### src/rtl/mem_ctrl_pkg.sv
// Shared constants and types for the RAM bus controller: size codes, FSM states,
// owner codes and the latched transaction payload.
package mem_ctrl_pkg;

    localparam int unsigned RamBusW = 8;
    localparam int unsigned WordW   = 32;
    localparam int unsigned CntW    = 3;

    localparam logic [1:0] MemByte = 2'd0;
    localparam logic [1:0] MemHalf = 2'd1;
    localparam logic [1:0] MemWord = 2'd2;

    typedef enum logic [1:0] {
        StIdle  = 2'd0,
        StRead  = 2'd1,
        StWrite = 2'd2
    } state_e;

    typedef enum logic {
        OwnIf  = 1'b0,
        OwnMem = 1'b1
    } owner_e;

    typedef struct packed {
        owner_e            owner;
        logic [CntW-1:0]   n;
        logic [WordW-1:0]  wdata;
    } txn_t;

    // Byte count for a size code; the unused code 3 behaves as a word.
    function automatic logic [CntW-1:0] size_to_n(input logic [1:0] size);
        case (size)
            MemByte: return 3'd1;
            MemHalf: return 3'd2;
            MemWord: return 3'd4;
            default: return 3'd4;
        endcase
    endfunction

endpackage

### src/rtl/mem_ctrl.sv
// Owner of the 8-bit external RAM bus: serialises IF fetches and MEM loads/stores
// into byte transactions, MEM having fixed priority over IF.
module mem_ctrl
    import mem_ctrl_pkg::*;
#(
    parameter int unsigned ADDR_WIDTH = 32
) (
    input  logic                  clk,
    input  logic                  rst,
    input  logic                  rdy,

    input  logic                  if_req_i,
    input  logic [ADDR_WIDTH-1:0] if_addr_i,
    output logic [WordW-1:0]      if_inst_o,
    output logic                  if_done_o,

    input  logic                  mem_req_i,
    input  logic                  mem_we_i,
    input  logic [1:0]            mem_size_i,
    input  logic [ADDR_WIDTH-1:0] mem_addr_i,
    input  logic [WordW-1:0]      mem_wdata_i,
    output logic [WordW-1:0]      mem_rdata_o,
    output logic                  mem_done_o,

    input  logic [RamBusW-1:0]    ram_din_i,
    output logic [RamBusW-1:0]    ram_dout_o,
    output logic [ADDR_WIDTH-1:0] ram_a_o,
    output logic                  ram_wr_o
);

    state_e                state_q, state_d;
    logic [CntW-1:0]       cnt_q, cnt_d;
    txn_t                  txn_q, txn_d;
    logic [ADDR_WIDTH-1:0] addr_q, addr_d;
    logic [WordW-1:0]      rdata_q, rdata_d;

    logic [ADDR_WIDTH-1:0] ram_a_q, ram_a_d;
    logic [RamBusW-1:0]    ram_dout_q, ram_dout_d;
    logic                  ram_wr_q, ram_wr_d;
    logic                  if_done_q, if_done_d;
    logic                  mem_done_q, mem_done_d;
    logic [WordW-1:0]      if_inst_q, if_inst_d;
    logic [WordW-1:0]      mem_rdata_q, mem_rdata_d;

    txn_t                  req_txn;
    logic [ADDR_WIDTH-1:0] req_addr;
    logic                  req_we;
    logic                  req_any;

    logic [1:0]            cap_idx;
    logic [1:0]            nxt_idx;
    logic [WordW-1:0]      cap_word;
    logic [ADDR_WIDTH-1:0] nxt_addr;
    logic [RamBusW-1:0]    nxt_byte;
    logic                  last;

    // Fixed-priority request selection; MEM wins when both are pending.
    always_comb begin
        req_txn  = '0;
        req_addr = '0;
        req_we   = 1'b0;
        req_any  = mem_req_i || if_req_i;
        if (mem_req_i) begin
            req_txn.owner = OwnMem;
            req_txn.n     = size_to_n(mem_size_i);
            req_txn.wdata = mem_wdata_i;
            req_addr      = mem_addr_i;
            req_we        = mem_we_i;
        end else begin
            req_txn.owner = OwnIf;
            req_txn.n     = 3'd4;
            req_addr      = if_addr_i;
        end
    end

    // Read data for the address driven last cycle lands at byte cnt-1.
    assign cap_idx  = 2'(cnt_q - 3'd1);
    assign nxt_idx  = 2'(cnt_q + 3'd1);
    assign cap_word = rdata_q | (WordW'(ram_din_i) << {cap_idx, 3'b000});
    assign nxt_addr = addr_q + ADDR_WIDTH'(nxt_idx);
    assign nxt_byte = RamBusW'(txn_q.wdata >> {nxt_idx, 3'b000});
    assign last     = (cnt_q == txn_q.n - 3'd1);

    always_comb begin
        state_d     = state_q;
        cnt_d       = cnt_q;
        txn_d       = txn_q;
        addr_d      = addr_q;
        rdata_d     = rdata_q;
        ram_a_d     = '0;
        ram_dout_d  = '0;
        ram_wr_d    = 1'b0;
        if_done_d   = 1'b0;
        mem_done_d  = 1'b0;
        if_inst_d   = if_inst_q;
        mem_rdata_d = mem_rdata_q;

        case (state_q)
            StIdle: begin
                // A done pulse in flight blocks acceptance for one cycle.
                if (req_any && !if_done_q && !mem_done_q) begin
                    txn_d      = req_txn;
                    addr_d     = req_addr;
                    cnt_d      = '0;
                    rdata_d    = '0;
                    ram_a_d    = req_addr;
                    ram_wr_d   = req_we;
                    ram_dout_d = req_we ? RamBusW'(req_txn.wdata) : '0;
                    state_d    = req_we ? StWrite : StRead;
                end
            end
            StRead: begin
                if (cnt_q != '0) begin
                    rdata_d = cap_word;
                end
                if (cnt_q == txn_q.n) begin
                    state_d = StIdle;
                    cnt_d   = '0;
                    if (txn_q.owner == OwnMem) begin
                        mem_done_d  = 1'b1;
                        mem_rdata_d = cap_word;
                    end else begin
                        if_done_d = 1'b1;
                        if_inst_d = cap_word;
                    end
                end else begin
                    cnt_d = cnt_q + 3'd1;
                    if (!last) begin
                        ram_a_d = nxt_addr;
                    end
                end
            end
            StWrite: begin
                if (last) begin
                    state_d = StIdle;
                    cnt_d   = '0;
                    if (txn_q.owner == OwnMem) begin
                        mem_done_d = 1'b1;
                    end else begin
                        if_done_d = 1'b1;
                    end
                end else begin
                    cnt_d      = cnt_q + 3'd1;
                    ram_a_d    = nxt_addr;
                    ram_wr_d   = 1'b1;
                    ram_dout_d = nxt_byte;
                end
            end
            default: begin
                state_d = StIdle;
                cnt_d   = '0;
            end
        endcase
    end

    // rdy low freezes every register, which also stretches done pulses.
    always_ff @(posedge clk or negedge rst) begin
        if (!rst) begin
            state_q     <= StIdle;
            cnt_q       <= '0;
            txn_q       <= '0;
            addr_q      <= '0;
            rdata_q     <= '0;
            ram_a_q     <= '0;
            ram_dout_q  <= '0;
            ram_wr_q    <= 1'b0;
            if_done_q   <= 1'b0;
            mem_done_q  <= 1'b0;
            if_inst_q   <= '0;
            mem_rdata_q <= '0;
        end else if (rdy) begin
            state_q     <= state_d;
            cnt_q       <= cnt_d;
            txn_q       <= txn_d;
            addr_q      <= addr_d;
            rdata_q     <= rdata_d;
            ram_a_q     <= ram_a_d;
            ram_dout_q  <= ram_dout_d;
            ram_wr_q    <= ram_wr_d;
            if_done_q   <= if_done_d;
            mem_done_q  <= mem_done_d;
            if_inst_q   <= if_inst_d;
            mem_rdata_q <= mem_rdata_d;
        end
    end

    assign ram_a_o     = ram_a_q;
    assign ram_dout_o  = ram_dout_q;
    assign ram_wr_o    = ram_wr_q;
    assign if_done_o   = if_done_q;
    assign if_inst_o   = if_inst_q;
    assign mem_done_o  = mem_done_q;
    assign mem_rdata_o = mem_rdata_q;

endmodule

### config.mk
export PLATFORM = sky130hd
export DESIGN_NAME = mem_ctrl
export DESIGN_NICKNAME = d
export VERILOG_FILES = /design/src/rtl/mem_ctrl_pkg.sv /design/src/rtl/mem_ctrl.sv
export SDC_FILE = /design/constraint.sdc
export NUM_CORES = 1
export LEC_CHECK = 0
export BUFFER_PORTS_ARGS = -buffer_cell sky130_fd_sc_hd__clkbuf_2
export CORE_MARGIN = 3
export CORE_UTILIZATION = 40
export DETAILED_ROUTE_END_ITERATION = 10
export PLACE_DENSITY = 0.63
export SETUP_SLACK_MARGIN = 0.02
export SYNTH_ARGS = -nofsm -noshare
export SYNTH_HDL_FRONTEND = slang
export SYNTH_SLANG_ARGS = --single-unit
### constraint.sdc
create_clock -name clk -period 2.81 [get_ports clk]
set_input_delay 0.1405 -clock clk [delete_from_list [all_inputs] [get_ports clk]]
set_output_delay 0.1405 -clock clk [all_outputs]
set_load 0.01 [all_outputs]
==> impl_metrics.env, run 1 <==
export IMPL_path_clk_slew_ns=0.06
export IMPL_fin_crit_ns=2.55
export IMPL_grt_pass1_wl_um=43300
export IMPL_antenna_left=0
export IMPL_status="finished, violations left"
export IMPL_drv_cap=0
export IMPL_total_power_mw=13.4
export IMPL_clock_sinks=212
export IMPL_grt_max_degree=97
export IMPL_end_kind="register"
export IMPL_slowest_stage="nor3_2"
export IMPL_num_rows=56
export IMPL_hold_viol=1
export IMPL_postSynthRegisterBits=212
export IMPL_antenna_found_initial=1
export IMPL_track_usage_pct=20.1
export IMPL_maxSlewViolCount=0
export IMPL_area_delta_synth_final_pct=33.7
export IMPL_hold_path_depth=3
export IMPL_layout_commonest_cell="clkbuf_2"
export IMPL_core_area_mm2=0.0238
export IMPL_finClkSkew_ns=0.0148
export IMPL_tns_ns=0
export IMPL_yosysWarnings=0
export IMPL_max_freq_ghz=0.391
export IMPL_hp_start="mem_addr_i[13]"
export IMPL_synthesis_area_mm2=0.00982
export IMPL_synth_edf_count=0
export IMPL_crit_family="simple AND/OR/NAND/NOR gates"
export IMPL_cts_tree="yes"
export IMPL_layout_setup_ws_ns=0.255
export IMPL_slew_headroom_pct=42.1
export IMPL_period_share_pct=90.9
export IMPL_postCtsSetupBuffers=0
export IMPL_port_buffers=218
export IMPL_crit_fanout=9
export IMPL_synth_main_ff_cell="dfrtp_1"
export IMPL_drc=0
export IMPL_worstMarginPinSlew_ns=0.868
export IMPL_die_h_um=163
export IMPL_wl_per_cell_um=16.1
export IMPL_vdd_drop_max_v=0.000426
export IMPL_cts_htree_levels=1
export IMPL_mostFrequentLayoutCells="clkbuf_2, dfrtp_1, nand2_1"
export IMPL_synth_xor_area_share_pct=3.17
export IMPL_clk_latency_ns=0.51
export IMPL_grt_overflow_total=0
export IMPL_grt_pass1_vias=8313
export IMPL_yosys_area_share_adder_pct=1.35
export IMPL_ys_types=56
export IMPL_rsz0062_at_grt="no"
export IMPL_vias=8263
export IMPL_dieArea_mm2=0.0265
export IMPL_synthTopCellsByArea="dfrtp_1, o21ai_0, nand2_1"
export IMPL_worstPathArrival_ns=2.99
export IMPL_fillCellCount=2164
export IMPL_synth_seq_area_share_pct=54.0
export IMPL_synth_area_per_cell_um2=9.84
export IMPL_required_ns=3.24
export IMPL_worstSetupStartpointType="register"
export IMPL_slowest_delay_ns=0.62
export IMPL_drt_wl_total_um=26300
export IMPL_synth_mux_area_share_pct=5.30
export IMPL_cp_num_buf_inv=1
export IMPL_synth_top_family_by_area="compound AO/OA/AOI/OAI gates"
export IMPL_yosysTopAreaCell="dfrtp_1"
export IMPL_initial_core_util_pct=41.2
export IMPL_first_iter_violations=509
export IMPL_nets=1417
export IMPL_crit_path_cell_trace="inv_1, ha_1, fa_1, nand4_1, nor3_2, nand4_1, xor2_1, o21ai_0"
export IMPL_vias_per_cell=5.06
export IMPL_synth_top_area_share_pct=54.0
export IMPL_synthSimpleGateAreaFrac_pct=14.2
export IMPL_cts_root_buffer="clkbuf_16"
export IMPL_async_reset_ff_share_pct=100
export IMPL_cts_buffers_inserted=24
export IMPL_die_width_um=163
export IMPL_r2r_cells=8
export IMPL_power_leakage_nw=6.19
export IMPL_post_dp_hpwl_um=17500
export IMPL_routabilityCongestion=0.808
export IMPL_dp_slack_ns=0.216
export IMPL_synthCells=998
export IMPL_clockBufferDepth=3
export IMPL_violations="hold timing"
export IMPL_antenna_cells=0
export IMPL_critPathLaunch="cnt_q[1]$_DFFE_PN0P_"
export IMPL_synth_compound_area_share_pct=17.8
export IMPL_synth_fp_nets=1120
export IMPL_critPathKind="reg2reg"
export IMPL_r2r_start="cnt_q[1]$_DFFE_PN0P_"
export IMPL_crit_cells=8
export IMPL_setup_viol=0
export IMPL_crit_path_frequent_cell="nand4_1"
export IMPL_ios=219
export IMPL_finalHoldWorstSlack_ns=-0.00123
export IMPL_first_pass_iters=4
export IMPL_hp_class="in2reg"
export IMPL_power_density_mw_per_mm2=1020
export IMPL_drive_above_1_share_pct=26.2
==> kinds of logic after synthesis <==
group                    after synthesis
AO/OA/AOI/OAI                        307
AND/OR/NAND/NOR                      307
flip-flops                           212
buffers and inverters                 86
multiplexers                          42
XOR/XNOR                              34
adder cells (fa/ha/maj)               10
==> flip-flops by register name, indices dropped and copies added (netlist names), 2 cells and up <==
register     count
if_inst_o       32
ram_dout_o       8
rdata_q         32
mem_rdata_o     32
cnt_q            3
state_q          2
ram_a_o         32
txn_q           36
addr_q          32
==> path summary, 6_finish.rpt <==
path | endpoint | slack (ns)
min in group asynchronous | if_inst_o[9]$_DFFE_PN0P_ | 0.28
max reg2reg | ram_a_o[22]$_DFFE_PN0P_ | 0.26
min reg2reg | mem_rdata_o[18]$_DFFE_PN0P_ | 0.48
min | addr_q[13]$_DFFE_PN0P_ | -0.001
max | ram_a_o[22]$_DFFE_PN0P_ | 0.26
max in group asynchronous | rdata_q[23]$_DFFE_PN0P_ | 1.78
==> through the flow <==
stage	utilization, %	instance area [µm²]	instances
after global routing	55.1	13100	1632
final	55.1	13100	1632
after global placement	47.3	11300	1492
after detailed placement	47.3	11300	1492
after CTS	55.1	13100	1632
after floorplan	-	9820	998
==> power breakdown <==
part | switching [mW] | leakage [nW] | internal [mW]
sequential | 0.852 | 2.72 | 4.24
combinational | 2.86 | 3.02 | 1.98
clock | 1.27 | 0.444 | 2.21
==> worst register-to-register path, stage by stage (launching register included) <==
cell,delay (ns)
dfrtp_1,0.44
inv_1,0.07
ha_1,0.34
fa_1,0.26
nand4_1,0.23
nor3_2,0.62
nand4_1,0.19
xor2_1,0.17
o21ai_0,0.16
==> routing by layer <==
layer / GRT usage (%) / wire (µm) / vias to the layer above
li1: - / - / 4055
met2: 33.4 / 12500 / 210
met4: 5.57 / 691 / 2
met1: 27.5 / 11800 / 3954
met3: 3.10 / 1220 / 42
met5: 0 / 13 / -
==> what timing repair did <==
action	in CTS	in global routing
gates resized for setup	0	0
hold buffers	96	0
hold endpoints to repair	169	0
==> cell usage after synthesis, types with 2 or more instances <==
| cell | count |
|---|---|
| o21ai_0 | 147 |
| nor4b_2 | 4 |
| o21ai_2 | 31 |
| nand4_1 | 12 |
| o221ai_1 | 2 |
| and2_0 | 4 |
| a22oi_1 | 3 |
| ha_1 | 9 |
| o21ai_1 | 3 |
| dfrtp_1 | 212 |
| nand3_1 | 19 |
| xnor2_1 | 11 |
| inv_1 | 16 |
| nor3b_1 | 2 |
| buf_6 | 8 |
| clkbuf_2 | 2 |
| nor2_1 | 77 |
| nor4_1 | 4 |
| buf_2 | 13 |
| nor2_2 | 2 |
| clkbuf_1 | 34 |
| nor2b_1 | 2 |
| or2_2 | 2 |
| o2bb2ai_1 | 2 |
| and3_1 | 5 |
| nor3_1 | 7 |
| a21oi_1 | 101 |
| and2_1 | 5 |
| buf_1 | 12 |
| mux4_2 | 8 |
| mux2i_1 | 34 |
| or3_1 | 2 |
| nand2_1 | 151 |
| xor2_1 | 22 |
| a221o_1 | 8 |
| a22o_1 | 2 |
==> layout make-up <==
type                    count  area [µm²]  area share (%)
well taps                 319         399            3.04
inverters                  16        60.1           0.458
flip-flops and latches    212        5310            40.4
multi-input cells         700        4130            31.5
clock inverters            13         196            1.50
clock buffers              31         698            5.32
repair buffers            341        2330            17.8
Note: power is estimated with default switching activity, not from simulation.
==> inputs of run 2 (changes only) <==
- PLACE_DENSITY: 0.63 -> 0.65
- clock period: 2.81 -> 2.3 ns (I/O delays scaled with it)
==> run 2 against run 1 <==
  * The flow now finishes without violations
  * Hold slack gained 0.0057 ns
  * Register-to-register slack got worse by 0.11 ns
  * Die area unchanged
  * Cell count rose by 0.43%
  * Global-route usage is 0.12 points higher
  * Combinational power up 28%
  * Wire length up 1.8%
  * Critical endpoint is now mem_rdata_o[20]$_DFFE_PN0P_
  * Highest routed layer is now met4
==> impl_metrics.env, run 2 (synthesis gave the netlist of run 1 again) <==
export IMPL_busiest_layer="met2"
export IMPL_grt_pass1_vias=8557
export IMPL_switchingPower_mw=6.15
export IMPL_core_area_mm2=0.0238
export IMPL_post_dp_hpwl_um=17700
export IMPL_drc=0
export IMPL_path_clk_slew_ns=0.06
export IMPL_seq_power_share_pct=38.3
export IMPL_mostFrequentLayoutCells="clkbuf_2, dfrtp_1, nand2_1"
export IMPL_crit_fanout=64
export IMPL_cts_tree="yes"
export IMPL_grt_pass1_wl_um=44000
export IMPL_clockBufferDepth=3
export IMPL_r2r_cells=7
export IMPL_nets=1425
export IMPL_area_delta_synth_final_pct=34.7
export IMPL_status="finished, final reports clean"
export IMPL_antenna_left=0
export IMPL_cts_htree_levels=1
export IMPL_p_int_mw=10.1
export IMPL_worstPathArrival_ns=2.53
export IMPL_period_share_pct=93.6
export IMPL_finalHoldWorstSlack_ns=0.00444
export IMPL_cts_root_buffer="clkbuf_16"
export IMPL_clkPwrFrac_pct=23.7
export IMPL_clock_sinks=212
export IMPL_max_freq_ghz=0.465
export IMPL_use_met1_pct=27.5
export IMPL_multi_input_area_mm2=0.00420
export IMPL_r2r_start="cnt_q[0]$_DFFE_PN0P_"
export IMPL_die_width_um=163
export IMPL_drt_wl_total_um=26800
export IMPL_hold_end="ram_a_o[17]$_DFFE_PN0P_"
export IMPL_slew_headroom_pct=49.1
export IMPL_fillCellCount=2114
export IMPL_use_met2_pct=34.0
export IMPL_seq_area_mm2=0.00531
export IMPL_met3_usage_pct=3.31
export IMPL_initial_core_util_pct=41.2
export IMPL_vias=8379
export IMPL_hp_start="mem_addr_i[17]"
export IMPL_switching_share_pct=37.8
export IMPL_first_iter_violations=475
export IMPL_clk_latency_ns=0.50
export IMPL_port_buffers=218
export IMPL_wl_per_cell_um=16.3
export IMPL_end_kind="register"
export IMPL_routabilityCongestion=0.804
export IMPL_drv_cap=0
export IMPL_hp_class="in2reg"
export IMPL_ios=219
export IMPL_antenna_cells=0
export IMPL_largest_register_ffs=36
export IMPL_antenna_found_initial=0
export IMPL_worstMarginPinSlew_ns=0.762
export IMPL_post_route_util_pct=55.5
export IMPL_die_h_um=163
export IMPL_setup_viol=0
export IMPL_layout_commonest_cell="clkbuf_2"
export IMPL_track_usage_pct=20.2
export IMPL_grt_max_degree=71
export IMPL_power_density_mw_per_mm2=1230
export IMPL_worstSetupStartpointType="register"
export IMPL_vias_per_cell=5.11
export IMPL_vdd_drop_max_v=0.000527
export IMPL_critPathLaunch="cnt_q[0]$_DFFE_PN0P_"
export IMPL_drive_above_1_share_pct=26.7
export IMPL_maxSlewViolCount=0
export IMPL_pwr_share_comb_pct=38.0
export IMPL_num_rows=56
export IMPL_rsz0062_at_grt="yes"
export IMPL_dieArea_mm2=0.0265
export IMPL_grt_overflow_total=0
export IMPL_reg2reg_to="mem_rdata_o[20]$_DFFE_PN0P_"
export IMPL_hold_viol=0
export IMPL_first_pass_iters=6
export IMPL_cts_buffers_inserted=23
export IMPL_r2r_setup_slack_ns=0.15
export IMPL_largest_register="txn_q"
export IMPL_power_leakage_nw=6.24
export IMPL_hold_path_depth=3
export IMPL_critPathKind="reg2reg"
export IMPL_finClkSkew_ns=0.0101
export IMPL_required_ns=2.68
export IMPL_fin_crit_ns=2.15
[run 2: cell count changes in the layout (fill, tap and decap cells not counted), sizes merged]
cell / delta
buf: +4
bufinv: -2
clkbuf: +2
clkinvlp: -1
dlygate4sd3: +3
nand3: +1
[run 2: worst max-delay path by stage]
stage / to / slack (ns) / depth (start not counted)
final: mem_rdata_o[20]$_DFFE_PN0P_ / 0.15 / 7
after global routing: rdata_q[1]$_DFFE_PN0P_ / -0.02 / 7
after CTS: ram_a_o[12]$_DFFE_PN0P_ / 0.07 / 9
after detailed placement: ram_a_o[26]$_DFFE_PN0P_ / -0.02 / 8
after global placement: ram_a_o[22]$_DFFE_PN0P_ / 0.08 / 8
after floorplan: ram_a_o[22]$_DFFE_PN0P_ / 0.04 / 10
[run 2: layer usage]
metal  part of all wire, %  up-vias  routed length [µm]
met5                     0        -                   0
met4                   2.2        0                 598
met3                   5.5       44                1480
met2                    48      258               12800
met1                    44     3990               11900
li1                      -     4087                   -
[run 2: through the flow]
step	cells	setup slack [ns]	area [µm²]	setup TNS (ns)	power, mW
4_1_cts	1636	0.0729	13200	0	16.4
5_1_grt	1639	-0.0188	13200	-0.0415	17.5
3_5_place_dp	1494	-0.0229	11400	-0.0229	12.3
2_1_floorplan	998	0.0439	9860	0	9.93
3_3_place_gp	1494	0.0754	11400	0	12.1
6_report	1639	0.148	13200	0	16.3
[run 2: area by class of cell]
type | count | share of cell area (%)
flip-flops and latches | 212 | 40.1
multi-input cells | 701 | 31.8
repair buffers | 349 | 18.6
clock buffers | 32 | 5.06
well taps | 319 | 3.02
clock inverters | 10 | 1.00
inverters | 16 | 0.454
[run 2: critical path: stages, from the launching register on]
cell     delay (ns)
dfrtp_1        0.39
buf_4          0.14
xor2_1         0.15
or3_1          0.39
or3_2          0.49
buf_12         0.21
nand2_1        0.13
o21ai_2        0.06
[run 2: power groups by stage]
stage          registers (mW)  clock network (mW)  logic, mW
2_1_floorplan            6.38                   0       3.56
3_3_place_gp             6.27                   0       5.81
3_5_place_dp             6.29                   0       5.99
4_1_cts                  6.24                3.94       6.17
5_1_grt                  6.43                4.11       6.96
6_report                 6.24                3.86       6.19
[run 2: repair_timing]
action / CTS / global route
pin swaps: 1 / 1
gates cloned: 0 / 1
hold endpoints to repair: 146 / 0
hold buffers: 99 / 0
buffers inserted: 1 / 2
gates resized for setup: 0 / 5
setup endpoints to repair: 4 / 20
==> inputs of run 3 (changes only) <==
- CORE_MARGIN: 3 -> 1
- PLACE_DENSITY: 0.65 -> 0.63
- clock period: 2.3 -> 2.5 ns (I/O delays scaled with it)
==> run 3 against run 2 <==
  * Cell count about the same
  * Clock power down 12%
  * Register-to-register slack gained 0.02 ns
  * First-iteration DRC count is 4.6% lower
  * Largest cell class unchanged
  * Clock-buffer cell count up 3
  * Critical endpoint is now txn_q[32]$_DFFE_PN0P_
  * Total power fell by 10%
  * Via count shrank 0.93%
  * Cell area shrank 0.80%
  * Non-clock buffer count is 3 higher
==> impl_metrics.env, run 3 (synthesis gave the netlist of run 1 again) <==
export IMPL_finClkSkew_ns=0.0147
export IMPL_worstMarginPinSlew_ns=0.785
export IMPL_maxSlewViolCount=0
export IMPL_worstSetupStartpointType="register"
export IMPL_first_pass_iters=5
export IMPL_port_buffers=218
export IMPL_largest_register_ffs=36
export IMPL_grt_pass1_vias=8073
export IMPL_crit_fanout=24
export IMPL_dp_slack_ns=0.0549
export IMPL_slowest_stage="dlygate4sd3_1"
export IMPL_critPathKind="reg2reg"
export IMPL_fillCellCount=2115
export IMPL_period_share_pct=93.5
export IMPL_clock_sinks=212
export IMPL_drt_wl_total_um=25700
export IMPL_cts_buffers_inserted=23
export IMPL_seq_area_mm2=0.00531
export IMPL_path_clk_slew_ns=0.06
export IMPL_clk_latency_ns=0.51
export IMPL_max_freq_ghz=0.428
export IMPL_track_usage_pct=21.1
export IMPL_drv_cap=0
export IMPL_worstPathArrival_ns=2.73
export IMPL_power_density_mw_per_mm2=1120
export IMPL_multi_input_area_mm2=0.00415
export IMPL_end_kind="register"
export IMPL_die_width_um=159
export IMPL_placed_area_mm2=0.0113
export IMPL_die_h_um=159
export IMPL_vias_per_cell=5.06
export IMPL_grt_max_degree=65
export IMPL_routabilityCongestion=0.790
export IMPL_grt_overflow_total=0
export IMPL_grt_pass1_wl_um=41900
export IMPL_required_ns=2.89
export IMPL_largest_register="txn_q"
export IMPL_slowest_delay_ns=0.55
export IMPL_layout_commonest_cell="clkbuf_2"
export IMPL_vdd_drop_max_v=0.000450
export IMPL_drive_above_1_share_pct=26.0
export IMPL_area_delta_synth_final_pct=33.6
export IMPL_hold_viol=0
export IMPL_clockBufferDepth=3
export IMPL_layout_cells_non_filler=1640
export IMPL_antenna_cells=0
export IMPL_rsz0062_at_grt="no"
export IMPL_core_area_mm2=0.0238
export IMPL_antenna_left=0
export IMPL_vias=8301
export IMPL_cts_htree_levels=1
export IMPL_drc=0
export IMPL_tns_ns=0
export IMPL_layout_setup_ws_ns=0.164
export IMPL_first_iter_violations=453
export IMPL_fin_crit_ns=2.34
export IMPL_cts_tree="yes"
export IMPL_num_rows=56
export IMPL_cts_root_buffer="clkbuf_16"
export IMPL_crit_family="buffers and inverters"
export IMPL_mostFrequentLayoutCells="clkbuf_2, dfrtp_1, nand2_1"
export IMPL_post_dp_hpwl_um=16900
export IMPL_cp_num_buf_inv=2
export IMPL_ios=219
export IMPL_nets=1427
export IMPL_hp_class="in2reg"
export IMPL_dieArea_mm2=0.0252
export IMPL_dpl_cell_count=1495
export IMPL_final_cell_area_mm2=0.0131
export IMPL_wl_per_cell_um=15.7
export IMPL_power_leakage_nw=6.20
export IMPL_antenna_found_initial=1
export IMPL_slew_headroom_pct=47.5
export IMPL_status="finished, final reports clean"
export IMPL_initial_core_util_pct=41.3
export IMPL_crit_path_cell_trace="nor3_1, nand3_4, buf_4, nand2_1, o41ai_1, dlygate4sd3_1"
export IMPL_total_power_mw=14.6
export IMPL_setup_viol=0
==> run 3: changes by cell type in the layout (fill, tap and decap cells not counted), moves of 2 or more <==
| cell | delta |
|---|---|
| buf_12 | -4 |
| buf_4 | +3 |
| bufinv_16 | -2 |
| clkbuf_8 | +2 |
| clkinv_2 | -2 |
| dlygate4sd3_1 | +4 |
==> run 3: report_power, final <==
| part | switching, mW | internal [mW] | leakage (nW) |
|---|---|---|---|
| Sequential | 0.959 | 4.77 | 2.72 |
| Clock | 1.37 | 2.03 | 0.380 |
| Combinational | 3.22 | 2.28 | 3.10 |
| Total | 5.55 | 9.08 | 6.20 |
==> run 3: worst paths after layout <==
kind | start | end | slack [ns] | cells past startpoint
setup / recovery | if_done_o$_DFFE_PN0P_ | txn_q[32]$_DFFE_PN0P_ | 0.16 | 6
hold / removal | mem_addr_i[5] | ram_a_o[5]$_DFFE_PN0P_ | 0.02 | 5
setup reg to reg | if_done_o$_DFFE_PN0P_ | txn_q[32]$_DFFE_PN0P_ | 0.16 | 6
hold reg to reg | mem_rdata_o[28]$_DFFE_PN0P_ | mem_rdata_o[28]$_DFFE_PN0P_ | 0.48 | 2
max in group asynchronous | rst | if_inst_o[17]$_DFFE_PN0P_ | 1.49 | 3
min in group asynchronous | rst | if_inst_o[4]$_DFFE_PN0P_ | 0.17 | 2
==> run 3: layer usage <==
layer / up-vias / wire (µm) / GRT usage [%]
li1: 4078 / - / -
met1: 3929 / 11700 / 29.0
met2: 252 / 12100 / 34.4
met3: 40 / 1320 / 3.27
met4: 2 / 586 / 5.82
met5: - / 13 / 0
==> run 3: layout make-up <==
| type | instances | area share, % |
|---|---|---|
| tap | 319 | 3.04 |
| clock buffer | 35 | 5.34 |
| timing repair buffer | 352 | 18.6 |
| multi-input combinational | 700 | 31.7 |
| clock inverter | 6 | 0.477 |
| sequential | 212 | 40.4 |
| inverter | 16 | 0.458 |
==> run 3: what timing repair did <==
item / CTS / global route
gates resized for setup: 0 / 2
hold buffers: 103 / 0
endpoints found under the setup margin: 0 / 8
endpoints found under the hold margin: 144 / 0
buffers inserted: 0 / 1
==> run 3: worst register-to-register path, stage by stage (launching register included) <==
cell,delay (ns)
dfrtp_1,0.43
nor3_1,0.45
nand3_4,0.33
buf_4,0.32
nand2_1,0.08
o41ai_1,0.05
dlygate4sd3_1,0.55
==> run 3: through the flow <==
step,hold WS (ns),utilization [%]
detailed placement,0.162,47.5
finish,0.0187,55.2
floorplan,-0.171,-
CTS,0.000767,55.1
global placement,0.160,47.5
global route,0.0131,55.2
